===== config.mk =====
export PLATFORM = sky130hd
export DESIGN_NAME = scu_hazard_ctrl
export DESIGN_NICKNAME = d
export VERILOG_FILES = /design/src/rtl/scu_pipe_pkg.sv /design/src/rtl/scu_hazard_scoreboard.sv /design/src/rtl/scu_hazard_ctrl.sv
export SDC_FILE = /design/constraint.sdc
export NUM_CORES = 1
export LEC_CHECK = 0
export CAP_MARGIN = 40
export CORE_AREA = 2 2 104 106
export DETAILED_ROUTE_END_ITERATION = 6
export DIE_AREA = 0 0 106 108
export GPL_TIMING_DRIVEN = 0
export PLACE_DENSITY = 0.9
export SKIP_CTS_REPAIR_TIMING = 1
export SYNTH_ARGS = -nofsm -noshare
export SYNTH_HDL_FRONTEND = slang
export SYNTH_SLANG_ARGS = --single-unit

===== constraint.sdc =====
create_clock -name clock -period 2.8 [get_ports clock]
set_input_delay 0.42 -clock clock [delete_from_list [all_inputs] [get_ports clock]]
set_output_delay 0.42 -clock clock [all_outputs]
set_load 0.05 [all_outputs]

===== src/rtl/scu_pipe_pkg.sv =====
// Shared types and constants for the SCU pipeline hazard/forwarding controller.
package scu_pipe_pkg;

    localparam logic [1:0] FWD_RF = 2'd0;
    localparam logic [1:0] FWD_EX = 2'd1;
    localparam logic [1:0] FWD_WB = 2'd2;

    // Scoreboard rd field is sized for the widest supported register file (REG_AW <= 8).
    localparam int SB_RD_W = 8;

    typedef enum logic {
        ST_RUN   = 1'b0,
        ST_FLUSH = 1'b1
    } flush_state_e;

    typedef struct packed {
        logic               valid;
        logic [SB_RD_W-1:0] rd;
        logic               reg_write;
        logic               is_load;
    } sb_entry_t;

endpackage


===== src/rtl/scu_hazard_scoreboard.sv =====
// Destination scoreboard for the stages from EX up to (not including) WB,
// plus per-stage source match vectors for rs and rt.
module scu_hazard_scoreboard
    import scu_pipe_pkg::*;
#(
    parameter int REG_AW = 6,
    parameter int N      = 1
) (
    input  logic              clock,
    input  logic              reset,
    input  logic              hold,
    input  logic              push_valid,
    input  logic [REG_AW-1:0] push_rd,
    input  logic              push_reg_write,
    input  logic              push_load,
    input  logic [REG_AW-1:0] rs,
    input  logic [REG_AW-1:0] rt,
    input  logic              rs_used,
    input  logic              rt_used,
    output logic [N-1:0]      rs_match,
    output logic [N-1:0]      rt_match,
    output logic              ex_is_load
);

    sb_entry_t [N-1:0] sb_q, sb_d;

    always_comb begin
        sb_d = sb_q;
        if (!hold) begin
            for (int k = N - 1; k > 0; k--) sb_d[k] = sb_q[k-1];
            sb_d[0].valid     = push_valid;
            sb_d[0].rd        = SB_RD_W'(push_rd);
            sb_d[0].reg_write = push_reg_write;
            sb_d[0].is_load   = push_load;
        end
    end

    always_ff @(posedge clock) begin
        if (reset) sb_q <= '0;
        else       sb_q <= sb_d;
    end

    always_comb begin
        for (int k = 0; k < N; k++) begin
            rs_match[k] = rs_used & sb_q[k].valid & sb_q[k].reg_write & (sb_q[k].rd == SB_RD_W'(rs));
            rt_match[k] = rt_used & sb_q[k].valid & sb_q[k].reg_write & (sb_q[k].rd == SB_RD_W'(rt));
        end
    end

    assign ex_is_load = sb_q[0].is_load;

endmodule


===== src/rtl/scu_hazard_ctrl.sv =====
// Hazard, forwarding and wrong-path flush controller for the SCU pipeline:
// operand bypass, load-use / intermediate-stage stalls, memory freeze, perf counters.
module scu_hazard_ctrl
    import scu_pipe_pkg::*;
#(
    parameter int DATA_W       = 32,
    parameter int REG_AW       = 6,
    parameter int PIPE_DEPTH   = 2,
    parameter int FLUSH_CYCLES = 1,
    parameter int CNT_W        = 16
) (
    input  logic              clock,
    input  logic              reset,
    input  logic              id_valid,
    input  logic [REG_AW-1:0] id_rs,
    input  logic [REG_AW-1:0] id_rt,
    input  logic              id_rs_used,
    input  logic              id_rt_used,
    input  logic [REG_AW-1:0] id_rd,
    input  logic              id_reg_write,
    input  logic              id_mem_read,
    input  logic [DATA_W-1:0] id_rs_data,
    input  logic [DATA_W-1:0] id_rt_data,
    input  logic [DATA_W-1:0] ex_result,
    input  logic [REG_AW-1:0] wb_rd,
    input  logic              wb_reg_write,
    input  logic [DATA_W-1:0] wb_data,
    input  logic              redirect,
    input  logic              mem_busy,
    output logic              stall_if,
    output logic              stall_id,
    output logic              stall_ex,
    output logic              bubble_ex,
    output logic              flush_id,
    output logic [DATA_W-1:0] fwd_rs_data,
    output logic [DATA_W-1:0] fwd_rt_data,
    output logic [1:0]        fwd_rs_sel,
    output logic [1:0]        fwd_rt_sel,
    output logic [CNT_W-1:0]  stall_cnt,
    output logic [CNT_W-1:0]  flush_cnt
);

    localparam int SB_N = PIPE_DEPTH - 1;
    localparam int FC_W = (FLUSH_CYCLES > 2) ? $clog2(FLUSH_CYCLES) : 1;
    localparam logic [FC_W-1:0] FC_RELOAD = FC_W'((FLUSH_CYCLES > 1) ? FLUSH_CYCLES - 2 : 0);

    logic [SB_N-1:0] rs_m, rt_m;
    logic            ex_load, wb_rs, wb_rt, load_use, mid_stall, hazard, push;
    flush_state_e    state_q;
    logic [FC_W-1:0] fcnt_q;
    logic [CNT_W-1:0] stall_cnt_q, flush_cnt_q;

    scu_hazard_scoreboard #(.REG_AW(REG_AW), .N(SB_N)) u_sb (
        .clock          (clock),
        .reset          (reset),
        .hold           (mem_busy),
        .push_valid     (push),
        .push_rd        (id_rd),
        .push_reg_write (id_reg_write),
        .push_load      (id_mem_read),
        .rs             (id_rs),
        .rt             (id_rt),
        .rs_used        (id_rs_used),
        .rt_used        (id_rt_used),
        .rs_match       (rs_m),
        .rt_match       (rt_m),
        .ex_is_load     (ex_load)
    );

    assign wb_rs     = id_rs_used & wb_reg_write & (wb_rd == id_rs);
    assign wb_rt     = id_rt_used & wb_reg_write & (wb_rd == id_rt);
    assign load_use  = ex_load & (rs_m[0] | rt_m[0]);
    // Stall when the nearest matching writer sits beyond EX: its value is not on any bypass.
    assign mid_stall = ((|rs_m) & ~rs_m[0]) | ((|rt_m) & ~rt_m[0]);
    assign hazard    = load_use | mid_stall;
    assign push      = id_valid & ~stall_id & ~flush_id & ~bubble_ex;

    always_comb begin
        stall_if  = 1'b0;
        stall_id  = 1'b0;
        stall_ex  = 1'b0;
        bubble_ex = 1'b0;
        flush_id  = 1'b0;
        if (reset) begin
            stall_if = 1'b0;
        end else if (mem_busy) begin
            stall_if = 1'b1;
            stall_id = 1'b1;
            stall_ex = 1'b1;
        end else if (redirect || state_q == ST_FLUSH) begin
            flush_id  = 1'b1;
            bubble_ex = redirect;
        end else if (hazard) begin
            stall_if  = 1'b1;
            stall_id  = 1'b1;
            bubble_ex = 1'b1;
        end
    end

    always_comb begin
        fwd_rs_sel  = FWD_RF;
        fwd_rs_data = id_rs_data;
        fwd_rt_sel  = FWD_RF;
        fwd_rt_data = id_rt_data;
        if (rs_m[0] && !ex_load) begin
            fwd_rs_sel  = FWD_EX;
            fwd_rs_data = ex_result;
        end else if (wb_rs) begin
            fwd_rs_sel  = FWD_WB;
            fwd_rs_data = wb_data;
        end
        if (rt_m[0] && !ex_load) begin
            fwd_rt_sel  = FWD_EX;
            fwd_rt_data = ex_result;
        end else if (wb_rt) begin
            fwd_rt_sel  = FWD_WB;
            fwd_rt_data = wb_data;
        end
        if (reset) begin
            fwd_rs_sel  = FWD_RF;
            fwd_rs_data = '0;
            fwd_rt_sel  = FWD_RF;
            fwd_rt_data = '0;
        end
    end

    always_ff @(posedge clock) begin
        if (reset) begin
            state_q <= ST_RUN;
            fcnt_q  <= '0;
        end else if (!mem_busy) begin
            case (state_q)
                ST_RUN: if (redirect && FLUSH_CYCLES > 1) begin
                    state_q <= ST_FLUSH;
                    fcnt_q  <= FC_RELOAD;
                end
                ST_FLUSH: begin
                    if (redirect)           fcnt_q  <= FC_RELOAD;
                    else if (fcnt_q == '0)  state_q <= ST_RUN;
                    else                    fcnt_q  <= fcnt_q - 1'b1;
                end
                default: state_q <= ST_RUN;
            endcase
        end
    end

    // stall_id is also raised by the memory freeze, which must not count.
    always_ff @(posedge clock) begin
        if (reset) begin
            stall_cnt_q <= '0;
            flush_cnt_q <= '0;
        end else if (!mem_busy) begin
            if (stall_id && !(&stall_cnt_q)) stall_cnt_q <= stall_cnt_q + 1'b1;
            if (flush_id && !(&flush_cnt_q)) flush_cnt_q <= flush_cnt_q + 1'b1;
        end
    end

    assign stall_cnt = stall_cnt_q;
    assign flush_cnt = flush_cnt_q;

endmodule


Yosys cells after proc, flatten, opt, wreduce, memory -nomap -nowiden

Index checks and enable logic that the tools add are counted.

Register bits after elaboration: 43
Memories: 0
Bits of input ports: 162
Bits in latches: 0
Bits in writable memories: 0
Memory bits (read-only): 0
Logic and storage cells: 76

Bitwise operators: 19
Add/sub/neg operators: 3
Reduce and logical (&&, ||, !) cells: 13
Magnitude comparators: 0
Eq/ne operators: 4
Shift operators: 0
Multiply operators: 0
Divide/modulo/power cells: 0
Multiplexer cells: 29

Operators by type and width:

| kind                  | count |
|---|---|
| $mux 32               | 6 |
| $add 16x1->16 const B | 2 |
| $reduce_and 16->1     | 2 |
| $eq 6x6->1            | 4 |
| $mux 1                | 17 |
| $and 1x1->1           | 14 |
| $mux 2                | 6 |
| $reduce_and 2->1      | 3 |
| $logic_and 1x1->1     | 4 |
| $not 1->1             | 4 |
| $logic_not 1->1       | 3 |
| $logic_or 1x1->1      | 1 |
| $or 1x1->1            | 1 |
| $sub 1x1->1 const B   | 1 |

Depth between registers and ports, before layout

Gate-level depths: netlist of the first run.

Depth after elaboration: 13
Gate-level depth with buffers: 8
Mapped depth without buffers: 7

Hierarchy

Synthesis of the first run repeated with hierarchy kept, for this count alone.

Cell total of the unflattened synthesis: 579
Area, all modules: 3,971.3 µm²

Modules (own cells, without submodules):

| module                | cells each | area each (µm²) | instances |
|---|---|---|---|
| scu_hazard_ctrl       | 532        | 3,505.9         | 1 |
| scu_hazard_scoreboard | 47         | 465.4           | 1 |

Worst setup path before layout of the first run

No wires, ideal clock.

Path type: input to output
Start: in id_rs[5]
End: out bubble_ex
Buffers on the path: 1
Required time: 2.380 ns
Stages on the path: 6
Arrival: 2.991 ns
Path slack: -0.611 ns
Cells stage by stage: xor2_1 or4_4 buf_6 nand2_1 nand2_1 o41ai_1

Word-level cells in the longest chain between the ends: 8

Ends and longest elaborated chain:

| element     | line                        | RTL |
|---|---|---|
| from (decl) | scu_hazard_ctrl.sv:15       | `input logic [REG_AW-1:0] id_rs,` |
| $eq 6x6->1  | scu_hazard_scoreboard.sv:45 | `rs_match[k] = rs_used & sb_q[k].valid & sb_q[k].reg_write & (sb_q[k].rd == SB_RD_W'(rs));` |
| $and 1x1->1 | scu_hazard_scoreboard.sv:45 |  |
| $or 1x1->1  | scu_hazard_ctrl.sv:72       | `assign load_use = ex_load & (rs_m[0] \| rt_m[0]);` |
| $and 1x1->1 | scu_hazard_ctrl.sv:72       |  |
| $mux 1      | scu_hazard_ctrl.sv:93       | `end else if (hazard) begin` |
| $mux 1      | scu_hazard_ctrl.sv:90       | `end else if (redirect \|\| state_q == ST_FLUSH) begin` |
| $mux 1      | scu_hazard_ctrl.sv:86       | `end else if (mem_busy) begin` |
| $mux 1      | scu_hazard_ctrl.sv:84       | `if (reset) begin` |
| to (decl)   | scu_hazard_ctrl.sv:33       | `output logic bubble_ex,` |

Every way passes these cells.

Worst setup path in the final report of the first run

Start: in wb_rd[1]
End: out fwd_rs_data[23]

Word-level cells in the longest chain between the ends: 5

Ends and longest elaborated chain:

| element     | line                   | RTL |
|---|---|---|
| from (decl) | scu_hazard_ctrl.sv:25  | `input logic [REG_AW-1:0] wb_rd,` |
| $eq 6x6->1  | scu_hazard_ctrl.sv:70  | `assign wb_rs = id_rs_used & wb_reg_write & (wb_rd == id_rs);` |
| $and 1x1->1 | scu_hazard_ctrl.sv:70  |  |
| $mux 32     | scu_hazard_ctrl.sv:108 | `end else if (wb_rs) begin` |
| $mux 32     | scu_hazard_ctrl.sv:105 | `if (rs_m[0] && !ex_load) begin` |
| $mux 32     | scu_hazard_ctrl.sv:119 | `if (reset) begin` |
| to (decl)   | scu_hazard_ctrl.sv:35  | `output logic [DATA_W-1:0] fwd_rs_data,` |

Every way passes these cells.

==> results of run 1 <==
-- cell usage after synthesis, types with 3 or more instances --
cell,number
nor4_1,4
nand4_1,14
xnor2_1,18
a21oi_1,11
buf_2,5
mux2i_1,75
clkbuf_1,17
nand3_1,9
o21ai_0,65
nor2b_1,4
o21ai_1,4
or3_1,5
nand2_1,80
a31o_2,3
nor2_1,46
inv_1,5
mux2_2,4
nand3b_1,3
dfxtp_1,42
xor2_1,21
nand2b_1,3
buf_1,5
nor3_1,6
-- metal layers --
metal	GRT usage (%)	share of wire (%)	vias to the layer above
met5	0	0.075	-
met2	47.2	52	214
met4	8.08	3.0	2
met1	30.2	38	2268
met3	6.93	7.5	43
li1	-	-	2255
-- cell usage in the layout, fill, tap and decap left out, types with 4 or more instances in the layout --
cell type,count
mux2i_1,74
nand3_1,8
dfxtp_1,37
buf_4,29
dlymetal6s2s_1,13
o21ai_2,30
xnor2_1,16
nand2_1,71
clkbuf_2,11
o21ai_1,30
or3_1,5
clkbuf_8,5
o21ai_0,9
buf_8,5
mux2_2,4
nor2_1,45
inv_1,5
nand4_1,14
clkbuf_4,7
clkdlybuf4s50_1,181
nand2_4,8
nor2b_1,4
a21oi_1,11
buf_2,4
dfxtp_2,4
buf_6,54
xor2_1,21
-- state kept, by name, summed over array words and instances (netlist names) --
signal	flops
flush_cnt	16
stall_cnt	16
state_q	1
u_sb.ex_is_load	1
u_sb.sb_q	8
-- cell type report --
type	instances	area share [%]
antenna	2	0.0711
buffer	28	3.34
clock buffer	6	1.03
clock inverter	2	0.533
inverter	5	0.267
multi-input combinational	399	40.0
sequential	42	12.1
tap	136	2.42
timing repair buffer	282	40.2
-- power by group --
| group | total (mW) | internal, mW | switching, mW |
|---|---|---|---|
| Combinational | 0.791 | 0.375 | 0.415 |
| Clock | 0.475 | 0.266 | 0.209 |
| Sequential | 0.615 | 0.606 | 0.00880 |
| Total | 1.88 | 1.25 | 0.633 |
-- cell families after synthesis --
group / synth area share (%)
mux: 22.6
simple gates: 23.8
flops: 23.8
fa+ha+maj: 0.710
xor+xnor: 9.69
buf+inv: 4.12
compound gates: 15.3
-- worst max-delay path: stages --
cell             delay (ps)
clkdlybuf4s50_1         500
xor2_1                  230
nor4_2                  260
nand3_2                  90
buf_4                   190
buf_8                   160
mux2i_1                 300
o21ai_2                  90
buf_6                   160
-- worst paths after layout --
kind	to	cells past startpoint	start	slack, ps
min reg2reg	flush_cnt[15]	2	flush_cnt[15]	530
max reg2reg	stall_cnt[12]	6	stall_cnt[4]	370
min	flush_cnt[15]	2	flush_cnt[15]	530
max	fwd_rs_data[23]	9	wb_rd[1]	-20
==> impl_metrics.py, run 1 <==
metrics = {
    "outcome": {
        "status": "complete, but fails checks",
        "violations": "negative setup slack",
    },
    "finish": {
        "area_delta_synth_final_pct": 99.6,
        "drive_above_1_share_pct": 25.0,
        "fillers": 756,
        "instances_no_fill": 902,
        "multi_input_comb_area_mm2": 0.00282,
        "design_area_mm2": 0.00704,
        "finish.utilization_pct": 68.8,
        "seq_area_um2": 850,
        "nNetsFinal": 927,
    },
    "worst_setup_path": {
        "critPathLaunchType": "primary input",
        "crit_required_ps": 2380,
        "end_kind": "output pin",
        "crit_type": "primary input to output pin",
        "worstPathArrival_ps": 2400,
        "critPathMaxFanout": 10,
    },
    "power": {
        "peakVddDrop_uv": 300,
        "power_mw": 1.88,
        "powerDensity_mw_per_mm2": 267,
        "p_leak_nw": 3.25,
    },
    "placement": {
        "dpl-instance-area_mm2": 0.00645,
        "numPlacedInstances": 878,
        "dp_slack_ps": -1550,
        "portBuffers": 265,
        "place_congestion": 0.923,
        "dpl.hpwl_um": 13300,
    },
    "sta": {
        "skew_ps": 12.9,
        "setup_violations": 2,
        "fin_crit_sh_pct": 101,
        "fmaxAchievable_mhz": 355,
        "slew_viol_final": 0,
        "min_period_ps": 2820,
        "finalHoldViolations": 0,
        "holdWs_ps": 529,
        "rsz0062_at_grt": "yes",
        "final.setup.tns_ps": -20.8,
        "slew_headroom_pct": 47.4,
        "setup_ws_ps": -20.4,
        "tightest_slew_ps": 788,
    },
    "floorplan": {
        "initial_core_util_pct": 34.5,
        "die-area_mm2": 0.0114,
        "rows": 37,
        "die-width_um": 106,
        "core-area_mm2": 0.0102,
        "io_pins": 267,
        "die_y_um": 108,
    },
    "detailed_routing": {
        "drt_pass1_iterations": 7,
        "routed_wl_um": 17300,
        "drc": 0,
        "ant_nets": 0,
        "viasPerCell": 5.30,
        "drtIter0Drc": 356,
        "wire_per_inst_um": 19.1,
        "vias": 4782,
    },
    "logic_synthesis": {
        "ys_seq_area_share_pct": 23.8,
        "synth_edf_count": 0,
        "synthArstFlopShare_pct": 0,
        "ys.flop_type": "dfxtp_1",
        "yosys.area.top_type_share_pct": 23.8,
        "synth.avg_cell_area_um2": 7.42,
        "ys_top_cells_by_area": "dfxtp_1 24%, mux2i_1 21%, o21ai_0 9.2%",
        "postSynthCellCount": 475,
        "yosysTopAreaCell": "dfxtp_1",
        "ys_warn_count": 0,
        "syn-num-nets": 639,
        "ys_seq_elements": 42,
        "ys_types": 44,
        "netlist_area_mm2": 0.00353,
    },
    "run": {
        "maxCapViolations": 0,
    },
    "grt": {
        "grt_pass1_vias": 4506,
        "grt_overflow": 0,
        "grt_first_pass_wirelength_um": 23800,
        "grt_max_degree": 14,
        "antenna_found_initial": 3,
        "track_usage_pct": 26.1,
    },
    "min_path": {
        "hold_path_class": "flop to flop",
    },
    "cts": {
        "insertion_delay_ps": 300,
        "cts_made_buffers": 5,
        "htreeDepth": 2,
        "root_buffer": "clkbuf_8",
        "clock_sinks": 42,
        "cts_tree": "done",
        "path_clk_slew_ps": 80,
        "max-clock-path-buffers": 2,
    },
}
Power figures use the tool's default switching activity.
==> inputs of run 2 (changes only) <==
Settings changed: ABC_AREA set to 0.
==> results of run 2 <==
Same layout as run 1: the final DEF is identical, and so are final timing and power.
